<file path="src/rtl/jt12_timer_regs.sv">
// CPU-side register writer for the JT12 timer pair: decodes address/data bus
// cycles into timer registers 0x24-0x27, tracks write-busy and returns status.
module jt12_timer_regs #(
    parameter int BUSY_CYCLES = 32,
    parameter int BW          = 6
) (
    input  logic       clk,
    input  logic       rst,
    input  logic       clk_en,
    input  logic       cpu_cs_n,
    input  logic       cpu_wr_n,
    input  logic [1:0] cpu_addr,
    input  logic [7:0] cpu_din,
    output logic [7:0] cpu_dout,
    input  logic       flag_A,
    input  logic       flag_B,
    output logic [9:0] value_A,
    output logic [7:0] value_B,
    output logic       load_A,
    output logic       load_B,
    output logic       enable_irq_A,
    output logic       enable_irq_B,
    output logic       clr_flag_A,
    output logic       clr_flag_B,
    output logic [1:0] ch3_mode,
    output logic       busy
);

    localparam logic [BW-1:0] BUSY_LOAD = BW'(BUSY_CYCLES);

    logic          access;
    logic          access_d;
    logic          accept;
    logic          addr_wr;
    logic          data_wr;
    logic          reg_wr;
    logic [7:0]    addr;
    logic          part2;
    logic [BW-1:0] busy_cnt;

    // A held strobe is accepted only on its first clk.
    assign access  = !cpu_cs_n && !cpu_wr_n;
    assign accept  = access && !access_d;
    assign addr_wr = accept && !cpu_addr[0];
    assign data_wr = accept &&  cpu_addr[0];
    assign reg_wr  = data_wr && !part2;
    assign busy    = busy_cnt != '0;

    // NOTE: all state uses non-blocking assignments so every register samples
    // the pre-edge values of the others, independent of block ordering.
    always_ff @(posedge clk or posedge rst) begin
        if (rst) begin
            access_d <= 1'b0;
            addr     <= 8'h00;
            part2    <= 1'b0;
        end else begin
            access_d <= access;
            if (addr_wr) begin
                addr  <= cpu_din;
                part2 <= cpu_addr[1];
            end
        end
    end

    always_ff @(posedge clk or posedge rst) begin
        if (rst) begin
            value_A      <= '0;
            value_B      <= '0;
            load_A       <= 1'b0;
            load_B       <= 1'b0;
            enable_irq_A <= 1'b0;
            enable_irq_B <= 1'b0;
            ch3_mode     <= '0;
            clr_flag_A   <= 1'b0;
            clr_flag_B   <= 1'b0;
        end else begin
            // Clear strobes are rewritten every clk so they last exactly one cycle.
            clr_flag_A <= reg_wr && (addr == 8'h27) && cpu_din[4];
            clr_flag_B <= reg_wr && (addr == 8'h27) && cpu_din[5];
            if (reg_wr) begin
                case (addr)
                    8'h24: value_A[9:2] <= cpu_din;
                    8'h25: value_A[1:0] <= cpu_din[1:0];
                    8'h26: value_B      <= cpu_din;
                    8'h27: begin
                        ch3_mode     <= cpu_din[7:6];
                        enable_irq_B <= cpu_din[3];
                        enable_irq_A <= cpu_din[2];
                        load_B       <= cpu_din[1];
                        load_A       <= cpu_din[0];
                    end
                    default: ;
                endcase
            end
        end
    end

    // Any data write, decoded or not, restarts the busy window; reload beats decrement.
    always_ff @(posedge clk or posedge rst) begin
        if (rst) begin
            busy_cnt <= '0;
        end else if (data_wr) begin
            busy_cnt <= BUSY_LOAD;
        end else if (clk_en && busy) begin
            busy_cnt <= busy_cnt - BW'(1);
        end
    end

    always_ff @(posedge clk or posedge rst) begin
        if (rst) begin
            cpu_dout <= 8'h00;
        end else begin
            cpu_dout <= {busy, 5'b0, flag_B, flag_A};
        end
    end

endmodule
</file>
<file path="config.mk">
export PLATFORM = sky130hd
export DESIGN_NAME = jt12_timer_regs
export DESIGN_NICKNAME = d
export VERILOG_FILES = /design/src/rtl/jt12_timer_regs.sv
export SDC_FILE = /design/constraint.sdc
export NUM_CORES = 1
export LEC_CHECK = 0
export ABC_AREA = 1
export ABC_CLOCK_PERIOD_IN_PS = 1660
export CAP_MARGIN = 20
export CORE_ASPECT_RATIO = 1.2
export CORE_MARGIN = 1
export CORE_UTILIZATION = 48
export DETAILED_ROUTE_END_ITERATION = 6
export PLACE_DENSITY_LB_ADDON = 0.3
export RECOVER_POWER = 100
export SLEW_MARGIN = 20
export SYNTH_ARGS = -nofsm -noshare
export SYNTH_HDL_FRONTEND = slang
export SYNTH_SLANG_ARGS = --single-unit
export TNS_END_PERCENT = 30
</file>
<file path="constraint.sdc">
create_clock -name clk -period 1.66 [get_ports clk]
set_clock_uncertainty 0.1 [all_clocks]
set_input_delay 0.249 -clock clk [delete_from_list [all_inputs] [get_ports clk]]
set_output_delay 0.249 -clock clk [all_outputs]
set_load 0.02 [all_outputs]
</file>
==> results_dict.tcl <==
set metrics [dict create \
    fmax_mhz 616 \
    max_stage_delay_ns 0.62 \
    crit_slowest_cell "clkdlybuf4s50_1" \
    antenna_found_initial 0 \
    drive_gt1_frac 0.105 \
    hold_class "register to register" \
    syn_inst 226 \
    syn_avg_cell_area_sq_um 8.91 \
    cts_root_buf "clkbuf_8" \
    cp-end-kind "output pin" \
    placed_area_sq_um 2600 \
    seqCellArea_sq_um 1130 \
    fillers 350 \
    htreeDepth 2 \
    finalNonFillerCells 341 \
    fin_total_pwr_mw 2.67 \
    num-nets-final 305 \
    hold_violations 0 \
    status "finished clean" \
    crit_buf_inv 1 \
    crit_family "buffers and inverters" \
    drtPass1Iterations 4 \
    drtIter0Drc 81 \
    io_buffers 46 \
    synth_top_cell_area_share 0.559 \
    place.gp.congestion 0.769 \
    clkSlewWorstSetupHoldPaths_ns 0.08 \
    power.leakage_nw 1.33 \
    setup_viol_count_final 0 \
    multi_input_area_sq_um 766 \
    cts_tree "done" \
    crit_type "register to output pin" \
    dp_hpwl_microns 2980 \
    post_cts_buffers 0 \
    die_w_microns 61.1 \
    netlist_area_sq_um 2010 \
    grt_pass1_wl_microns 6730 \
    area_delta_synth_final_pct 29.4 \
    post-route-util 0.656 \
    setup.worst_path.start "value_A[9]" \
    grt_max_degree 46 \
    slew_headroom 0.293 \
    route.detailed.drc 0 \
    track_usage 0.210 \
    die_y_microns 72.9 \
    r2r_start "busy_cnt[1]" \
    num_vias 1679 \
    cts_buffer_depth 2 \
    cp_cell_sequence "clkdlybuf4s50_1" \
    yosysUniqueCellTypes 24 \
    cap_violations 0 \
    worst_pin_slew_ns 1.06 \
    worstPathMaxFanout 2 \
    reg2reg_setup_slack_ns 0.20 \
    slew_violations 0 \
    period_needed_ns 1.62 \
    fin_area_sq_um 2610 \
    synth_warnings 0 \
    rsz0062_at_grt "no" \
    avgViaCountPerCell 4.92 \
    synthArstFlopShare 1.00 \
    ir_drop_mv 0.757 \
    cp-start-kind "register" \
    diodes 0 \
    ys_top_cells_by_count "nand2_1 (70), dfrtp_1 (45), nand3_1 (40)" \
    cts.sink_count 45 \
    powerDensity_nw_per_um2 1020 \
    wl_microns 4130 \
    grt_pass1_vias 1519 \
    io-pin-count 52 \
    core_area_sq_um 3970 \
    clk_latency_ns 0.29 \
    fin_crit_sh 0.978 \
    dieArea_sq_um 4460 \
    synth_top_area_cell "dfrtp_1" \
    antenna_left 0 \
    numPlacedInstances 333 \
    num_rows 25 \
    hold_start "value_B[0]" \
    ys_seq_area_frac 0.559 \
    crit_required_ns 1.31 \
    cts_buffers 5 \
    cp.arrival_ns 1.27 \
    ys.flop_type "dfrtp_1" \
    synthTopCellsByArea "dfrtp_1 (56%), nand2_1 (13%), nand3_1 (9.9%)" \
    wl_per_cell_microns 12.1 \
    grt_overflow 0 \
    ys_seq_elements 45 \
    start_util 0.507 \
    synth_edf_count 0 \
    synth.most_common_cell "nand2_1" \
]
==> final cells by class <==
class	count	share of cell area
Sequential cell	45	0.432
Multi-Input combinational cell	160	0.294
Timing Repair Buffer	58	0.193
Clock buffer	6	0.0279
Tap cell	54	0.0259
Inverter	16	0.0231
Clock inverter	2	0.00384
==> where the power goes <==
| group | internal, mW | switching [mW] |
|---|---|---|
| logic | 0.302 | 0.413 |
| registers | 1.22 | 0.0832 |
| clock network | 0.292 | 0.354 |
| total | 1.82 | 0.850 |
==> layer usage <==
metal | GRT usage | wire (microns)
met1 | 0.265 | 1760
met2 | 0.331 | 2080
met3 | 0.0585 | 190
met4 | 0.0934 | 94
met5 | 0 | 0
==> metrics by stage <==
step	setup TNS, ns	hold WS [ns]	setup slack [ns]
detailed placement	-1.06	0.358	-0.0686
floorplan	0	0.180	0.104
finish	0	0.374	0.0365
CTS	0	0.203	0.0108
global route	0	0.406	0.00446
global placement	-0.447	0.357	-0.0327
==> final timing paths <==
path,cells after the start,end
min in group asynchronous,3,value_B[1]
max reg2reg,7,busy_cnt[3]
min reg2reg,2,value_B[0]
min,2,value_B[0]
max in group asynchronous,3,access_d
max,1,value_A[9]
==> worst register-to-register path, cell delays in order (launching register included) <==
cell	delay (ns)
dfrtp_1	0.38
inv_1	0.08
ha_1	0.15
nand3_1	0.11
nand2_1	0.20
inv_1	0.15
nand3b_1	0.13
nand2_1	0.05
==> layout by cell type (no fill, tap or decap), types with 3 or more instances in the layout <==
cell type        Yosys  layout
clkbuf_1             1       7
clkbuf_8             0       5
dfrtp_1             45      45
nor2_1              16      17
inv_1               16      15
nand2_1             70      70
nor2_4               4       3
conb_1               1       5
a21oi_1              5       5
clkbuf_2             0       3
buf_4                5       9
clkdlybuf4s50_1      0      37
o21ai_0              5       5
nand3_1             40      40
==> sequential cells by signal (all words and copies together) (netlist names), 2 cells and up <==
register and flops:
ch3_mode 2, value_B 8, value_A 10, addr 8, busy_cnt 6, cpu_dout 3
==> repair_timing <==
item                                   CTS  global route
gates resized for setup                  3             7
endpoints found under the hold margin    0             0
hold buffers                             0             0
setup endpoints to repair                1             7
pin swaps                                0             0
==> kinds of logic after synthesis <==
group | share of synthesized area
flip-flops | 0.559
other | 0.00186
adder cells (fa/ha/maj) | 0.0124
XOR/XNOR | 0.00870
buffers and inverters | 0.0640
AO/OA/AOI/OAI | 0.0249
AND/OR/NAND/NOR | 0.329
Power figures use the tool's default switching activity.
